## config.mk

```make
export PLATFORM = sky130hd
export DESIGN_NAME = adc_capture_seq_flat
export DESIGN_NICKNAME = d
export VERILOG_FILES = /design/src/rtl/adc_capture_seq_if.sv /design/src/rtl/adc_capture_seq.sv /design/src/flat_wrapper.sv
export SDC_FILE = /design/constraint.sdc
export NUM_CORES = 1
export LEC_CHECK = 0
export ABC_AREA = 1
export CORE_UTILIZATION = 32
export CTS_CLUSTER_DIAMETER = 60
export DETAILED_ROUTE_END_ITERATION = 10
export GPL_TIMING_DRIVEN = 0
export PLACE_DENSITY = 0.62
export SLEW_MARGIN = 20
export SYNTH_ARGS = -nofsm -noshare
export SYNTH_HDL_FRONTEND = slang
export SYNTH_SLANG_ARGS = --single-unit
```

## constraint.sdc

```tcl
create_clock -name wb_clk_i -period 1.6 [get_ports wb_clk_i]
set_input_delay 0.32 -clock wb_clk_i [delete_from_list [all_inputs] [get_ports wb_clk_i]]
set_output_delay 0.32 -clock wb_clk_i [all_outputs]
set_load 0.02 [all_outputs]
```

## src/rtl/adc_capture_seq_if.sv

```systemverilog
// ADC capture sequencer bundle: control/config inputs, ADC req/ack port,
// raw-register write port and status outputs. master = sequencer side.
interface adc_capture_seq_if #(
  parameter int SAMPLE_W = 24
);
  logic                ctrl_enable;
  logic                ctrl_start;
  logic                snapshot_req;
  logic [3:0]          cfg_num_ch;
  logic                err_clr;
  logic                adc_req;
  logic [2:0]          adc_ch;
  logic                adc_ack;
  logic [SAMPLE_W-1:0] adc_data;
  logic                raw_we;
  logic [2:0]          raw_idx;
  logic [31:0]         raw_data;
  logic                busy;
  logic                done;
  logic                err_timeout;
  logic [15:0]         frame_cnt;

  modport master (
    input  ctrl_enable, ctrl_start, snapshot_req,
    input  cfg_num_ch, err_clr, adc_ack, adc_data,
    output adc_req, adc_ch, raw_we, raw_idx, raw_data,
    output busy, done, err_timeout, frame_cnt
  );

  modport slave (
    output ctrl_enable, ctrl_start, snapshot_req,
    output cfg_num_ch, err_clr, adc_ack, adc_data,
    input  adc_req, adc_ch, raw_we, raw_idx, raw_data,
    input  busy, done, err_timeout, frame_cnt
  );
endinterface

```

## src/rtl/adc_capture_seq.sv

```systemverilog
// ADC frame sequencer: per trigger, requests channels 0..N-1, writes each
// sign-extended sample to ADC_RAW, reports busy/done/timeout/frame count.
// Ports: wb_clk_i, wb_rst_n_i (async, active low), bus (master modport).
module adc_capture_seq #(
  parameter int MAX_CH      = 8,
  parameter int SAMPLE_W    = 24,
  parameter int TIMEOUT_CYC = 1024
) (
  input  logic               wb_clk_i,
  input  logic               wb_rst_n_i,
  adc_capture_seq_if.master  bus
);

  typedef enum logic [1:0] {
    IDLE,
    REQ,
    STORE,
    DONE
  } state_t;

  localparam logic [3:0]  MAX_N   = 4'(MAX_CH);
  localparam logic [15:0] TMO_LIM = 16'(TIMEOUT_CYC - 1);

  state_t                     state, state_nxt;
  logic [2:0]                 ch, ch_nxt;
  logic [2:0]                 nlast, nlast_nxt;
  logic [2:0]                 nlast_cfg;
  logic                       pending, pend_nxt;
  logic [15:0]                tmo_cnt, tmo_nxt;
  logic signed [SAMPLE_W-1:0] sample, smp_nxt;
  logic                       err, err_nxt;
  logic [15:0]                fcnt, fcnt_nxt;
  logic                       trig;

  assign trig = (bus.ctrl_start | bus.snapshot_req)
              & bus.ctrl_enable;

  // Last channel index of a frame, clamped to 0..MAX_CH-1
  always_comb begin
    nlast_cfg = 3'd0;
    if (bus.cfg_num_ch == 4'd0)
      nlast_cfg = 3'd0;
    else if (bus.cfg_num_ch > MAX_N)
      nlast_cfg = 3'(MAX_N - 4'd1);
    else
      nlast_cfg = 3'(bus.cfg_num_ch - 4'd1);
  end

  always_comb begin
    state_nxt = state;
    ch_nxt    = ch;
    nlast_nxt = nlast;
    pend_nxt  = pending;
    tmo_nxt   = tmo_cnt;
    smp_nxt   = sample;
    fcnt_nxt  = fcnt;
    err_nxt   = err & ~bus.err_clr;
    unique case (state)
      IDLE: begin
        tmo_nxt  = '0;
        pend_nxt = 1'b0;
        if (trig || (pending && bus.ctrl_enable)) begin
          state_nxt = REQ;
          ch_nxt    = 3'd0;
          nlast_nxt = nlast_cfg;
        end
      end
      REQ: begin
        if (trig)
          pend_nxt = 1'b1;
        // An ack in the final timeout cycle still counts
        if (bus.adc_ack) begin
          smp_nxt   = bus.adc_data;
          state_nxt = STORE;
        end else if (tmo_cnt == TMO_LIM) begin
          state_nxt = IDLE;
          err_nxt   = 1'b1;
          pend_nxt  = 1'b0;
          tmo_nxt   = '0;
        end else begin
          tmo_nxt = tmo_cnt + 16'd1;
        end
      end
      STORE: begin
        tmo_nxt = '0;
        if (trig)
          pend_nxt = 1'b1;
        if (ch < nlast) begin
          ch_nxt    = ch + 3'd1;
          state_nxt = REQ;
        end else begin
          state_nxt = DONE;
        end
      end
      DONE: begin
        fcnt_nxt = fcnt + 16'd1;
        pend_nxt = trig;
        if (pending) begin
          state_nxt = REQ;
          ch_nxt    = 3'd0;
          nlast_nxt = nlast_cfg;
        end else begin
          state_nxt = IDLE;
        end
      end
      default: state_nxt = IDLE;
    endcase
    // Enable drop aborts any frame without error or done
    if (state != IDLE && !bus.ctrl_enable) begin
      state_nxt = IDLE;
      pend_nxt  = 1'b0;
      tmo_nxt   = '0;
    end
  end

  always_ff @(posedge wb_clk_i or negedge wb_rst_n_i) begin
    if (!wb_rst_n_i) begin
      state   <= IDLE;
      ch      <= '0;
      nlast   <= '0;
      pending <= 1'b0;
      tmo_cnt <= '0;
      sample  <= '0;
      err     <= 1'b0;
      fcnt    <= '0;
    end else begin
      state   <= state_nxt;
      ch      <= ch_nxt;
      nlast   <= nlast_nxt;
      pending <= pend_nxt;
      tmo_cnt <= tmo_nxt;
      sample  <= smp_nxt;
      err     <= err_nxt;
      fcnt    <= fcnt_nxt;
    end
  end

  assign bus.adc_req     = (state == REQ);
  assign bus.adc_ch      = ch;
  assign bus.raw_we      = (state == STORE);
  assign bus.raw_idx     = ch;
  // Signed size cast sign-extends the sample
  assign bus.raw_data    = 32'(sample);
  assign bus.busy        = (state != IDLE);
  assign bus.done        = (state == DONE);
  assign bus.err_timeout = err;
  assign bus.frame_cnt   = fcnt;

endmodule

```

## src/flat_wrapper.sv

```systemverilog
// flat-port wrapper written by rule: the top's interface ports become plain ports
module adc_capture_seq_flat 
#(
  parameter int MAX_CH      = 8,
  parameter int SAMPLE_W    = 24,
  parameter int TIMEOUT_CYC = 1024
)
  (wb_clk_i, wb_rst_n_i, bus_ctrl_enable, bus_ctrl_start, bus_snapshot_req, bus_cfg_num_ch, bus_err_clr, bus_adc_ack, bus_adc_data, bus_adc_req, bus_adc_ch, bus_raw_we, bus_raw_idx, bus_raw_data, bus_busy, bus_done, bus_err_timeout, bus_frame_cnt);
  adc_capture_seq_if #(.SAMPLE_W(SAMPLE_W)) bus_i ();
  input  logic wb_clk_i;
  input  logic wb_rst_n_i;
  input wire logic [$bits(bus_i.ctrl_enable)-1:0] bus_ctrl_enable;
  input wire logic [$bits(bus_i.ctrl_start)-1:0] bus_ctrl_start;
  input wire logic [$bits(bus_i.snapshot_req)-1:0] bus_snapshot_req;
  input wire logic [$bits(bus_i.cfg_num_ch)-1:0] bus_cfg_num_ch;
  input wire logic [$bits(bus_i.err_clr)-1:0] bus_err_clr;
  input wire logic [$bits(bus_i.adc_ack)-1:0] bus_adc_ack;
  input wire logic [$bits(bus_i.adc_data)-1:0] bus_adc_data;
  output wire logic [$bits(bus_i.adc_req)-1:0] bus_adc_req;
  output wire logic [$bits(bus_i.adc_ch)-1:0] bus_adc_ch;
  output wire logic [$bits(bus_i.raw_we)-1:0] bus_raw_we;
  output wire logic [$bits(bus_i.raw_idx)-1:0] bus_raw_idx;
  output wire logic [$bits(bus_i.raw_data)-1:0] bus_raw_data;
  output wire logic [$bits(bus_i.busy)-1:0] bus_busy;
  output wire logic [$bits(bus_i.done)-1:0] bus_done;
  output wire logic [$bits(bus_i.err_timeout)-1:0] bus_err_timeout;
  output wire logic [$bits(bus_i.frame_cnt)-1:0] bus_frame_cnt;
  assign bus_i.ctrl_enable = bus_ctrl_enable;
  assign bus_i.ctrl_start = bus_ctrl_start;
  assign bus_i.snapshot_req = bus_snapshot_req;
  assign bus_i.cfg_num_ch = bus_cfg_num_ch;
  assign bus_i.err_clr = bus_err_clr;
  assign bus_i.adc_ack = bus_adc_ack;
  assign bus_i.adc_data = bus_adc_data;
  assign bus_adc_req = bus_i.adc_req;
  assign bus_adc_ch = bus_i.adc_ch;
  assign bus_raw_we = bus_i.raw_we;
  assign bus_raw_idx = bus_i.raw_idx;
  assign bus_raw_data = bus_i.raw_data;
  assign bus_busy = bus_i.busy;
  assign bus_done = bus_i.done;
  assign bus_err_timeout = bus_i.err_timeout;
  assign bus_frame_cnt = bus_i.frame_cnt;
  adc_capture_seq #(.MAX_CH(MAX_CH), .SAMPLE_W(SAMPLE_W), .TIMEOUT_CYC(TIMEOUT_CYC)) u_core (.wb_clk_i(wb_clk_i), .wb_rst_n_i(wb_rst_n_i), .bus(bus_i));
endmodule
```

==> results.txt, run 1 <==
status = completed
Buffers on Ports = 93
clock-pin slew on the worst setup and hold paths = 0.08 ns
die footprint = 11350 sq um
clock root buffer = clkbuf_8
final critical-path share of the clock period = 98.37%
diode count = 0
Clock Latency Late Sink = 0.34 ns
antenna-violating nets left = 0
Post-DP HPWL = 6.048 mm
final setup vio count = 0
vias in the first global route = 3090
CTS tree = done
Critical Path AT = 1.25 ns
Syn Inst Count = 393
Top Ports = 94
Final Skew = 0.009569 ns
peak supply drop = 0.6614 mV
synth unique cells = 29
WL/cell = 12.65 um
Crit Path Category = register to primary output
initial antenna violation count = 0
Routed WL = 8.336 mm
delay-heaviest family, CP = flip-flops
setup ws final = 0.02612 ns
Worst slew margin = 76.27%
post-place setup slack = -0.2347 ns
Leakage Power = 2.606 nW
total core area = 10460 sq um
# DRC = 0
post-route insts no fill = 659
pin count of the biggest net entering global routing = 44
layout cell share with drive strength beyond 1 = 27.72%
critical path peak fanout = 4
WP data required = 1.28 ns
DRT Pass-1 Iters = 4
Placed Area = 4626 sq um
crit start category = register
aggregate global routing overflow = 0
fin. max-slew vios = 0
Worst Hold Class = primary input to async pin
vias = 3014
CP bufs+invs = 3
first-pass GRT wire length = 13.82 mm
Critical-path top delay cell = dfrtp_1
Die Wd = 106.5 um
Clock Sinks = 66
placed cell count = 623
final instance area = 5137 sq um
Power Total = 7.798 mW
final RePlAce weighted congestion = 0.8010
synth warn = 0
fmax = 635.4 MHz
area delta synth->final = 46.91%
Num CTS Buffers = 9
Rows = 37
die height = 106.5 um
post-synthesis sequential area ratio = 47.23%
Mapped Area = 3497 sq um
CP Capture Type = primary output
CP max stage delay = 0.41 ns
Final Critical Period = 1.574 ns
fillers = 1007
Mean Syn Cell Area = 8.898 sq um
Total GRT Usage = 15.36%
1st-iter DRT viols = 73
CP cell instances = inv_2, ha_4, inv_6, buf_6
FF+latch count, synth = 66
Worst-Margin Slew = 0.3559 ns
initial core utilization = 33.43%
nets = 565
Max H-tree Level = 3
Hold Vio Cnt, Final = 0
PwrDens = 1518 nW/um^2
vias per cell = 4.574
deepest clock path buffer count = 2
Max-cap violations = 0
Syn Nets = 439
RSZ-0062 raised after global routing = yes
flip-flops by register name, summed over array words and instances, names as in the netlist:
| name | count |
|---|---|
| u_core.bus.frame_cnt | 16 |
| u_core.nlast | 3 |
| u_core.sample | 24 |
| u_core.pending | 1 |
| u_core.tmo_cnt | 16 |
| u_core.bus.err_timeout | 1 |
| u_core.bus.adc_ch | 3 |
| u_core.state | 2 |
layer usage:
layer / share of wire, % / up-vias / track usage, % / wire (um)
met1: 42 / 1437 / 17.45 / 3505
met3: 4.6 / 14 / 3.495 / 387
met2: 52 / 78 / 28.20 / 4299
met5: 0 / - / 0 / 0
li1: - / 1485 / - / -
met4: 1.7 / 0 / 5.088 / 143
worst register-to-register path, delay by kind of cell (launching register included):
family / cells / cell delay (ns)
flip-flops: 1 / 0.40
multiplexers: 1 / 0.35
buffers and inverters: 2 / 0.33
AND/OR/NAND/NOR: 1 / 0.19
adder cells (fa/ha/maj): 1 / 0.18
stage by stage:
step / util (%) / setup TNS (ns) / hold WS (ns)
2_1_floorplan: - / -0.0008816 / 0.02441
4_1_cts: 46.74 / -0.1964 / 0.4255
5_1_grt: 49.10 / -0.4746 / 0.4567
3_3_place_gp: 43.97 / -141.73 / 0.4712
6_report: 49.10 / 0 / 0.4344
3_5_place_dp: 44.21 / -3.941 / 0.2537
report_power, final:
group	switching (mW)	total, mW	leakage [nW]	internal [mW]
Sequential	0.266	2.37	0.850	2.11
Combinational	2.15	3.87	1.64	1.72
Clock	0.643	1.55	0.112	0.909
Total	3.06	7.80	2.61	4.74
path summary, 6_finish.rpt:
path	from	end	slack, ns	cells after the start
setup reg to reg	u_core.state[0]	u_core.sample[10]	0.04	5
hold / removal	wb_rst_n_i	u_core.tmo_cnt[6]	0.43	2
max in group asynchronous	wb_rst_n_i	u_core.sample[23]	0.64	3
min in group wb_clk_i	u_core.nlast[0]	u_core.nlast[0]	0.49	2
setup / recovery	u_core.state[1]	bus_busy	0.03	4
hold reg to reg	u_core.nlast[0]	u_core.nlast[0]	0.49	2
area by class of cell:
| cell class | count | area, sq um | area share [%] |
|---|---|---|---|
| multi-input cells | 264 | 1729 | 33.66 |
| inverters | 49 | 201.4 | 3.921 |
| repair buffers | 113 | 1030 | 20.04 |
| clock inverters | 5 | 78.83 | 1.534 |
| flip-flops and latches | 66 | 1657 | 32.25 |
| well taps | 136 | 170.2 | 3.312 |
| plain buffers | 15 | 127.6 | 2.484 |
| clock buffers | 10 | 137.6 | 2.679 |
| repair inverters | 1 | 6.256 | 0.1218 |
placed cells by master (no fill, tap or decap), drive strengths merged, types with 2 or more instances in the layout:
cell type	instances
nand2	96
dfrtp	66
nor2	55
inv	50
buf	47
dlygate4sd2	46
clkdlybuf4s50	33
mux2	24
nand3	22
xor2	14
o21ai	14
ha	11
clkbuf	10
a21oi	10
nand4	6
xnor2	4
nor3	3
clkinv	3
bufinv	2
cell usage after synthesis:
master | instances | area share (%)
xor2_1 | 14 | 3.5
o21ai_2 | 1 | 0.25
nor2_4 | 5 | 1.6
buf_4 | 14 | 3.0
a21oi_1 | 10 | 1.4
nor3_1 | 3 | 0.43
inv_2 | 4 | 0.43
o22ai_1 | 1 | 0.18
nor2_1 | 48 | 5.2
o21ai_1 | 1 | 0.14
nand2_1 | 85 | 9.1
nand3b_1 | 1 | 0.21
o21ai_0 | 12 | 1.7
nand2_2 | 9 | 1.6
xnor2_1 | 4 | 1.0
or2_2 | 1 | 0.18
inv_1 | 44 | 4.7
nor2_2 | 2 | 0.36
dfrtp_1 | 66 | 47
nand3_1 | 20 | 2.9
nand2_4 | 2 | 0.64
nand4_1 | 6 | 1.1
a31oi_1 | 1 | 0.18
buf_6 | 1 | 0.32
clkinv_4 | 1 | 0.25
mux2_2 | 24 | 7.7
nand3_4 | 1 | 0.50
ha_1 | 11 | 3.9
o21a_1 | 1 | 0.21
logic make-up after synthesis:
family / synth area share, %
fa+ha+maj: 3.936
mux: 7.728
buf+inv: 8.730
xor+xnor: 4.508
compound gates: 4.115
flops: 47.23
simple gates: 23.76
what timing repair did:
item	in CTS	in global routing
hold buffers	1	0
pin swaps	5	19
endpoints found under the setup margin	100	58
resized for setup	88	58
gates cloned	2	1
hold endpoints to repair	23	0
setup buffers	6	11
(Power assumes the default switching activity.)
==> inputs of run 2 (changes only) <==
- CAP_MARGIN: unset -> 20
==> results of run 2 <==
The final DEF is identical to that of run 1; final timing and power are the same.
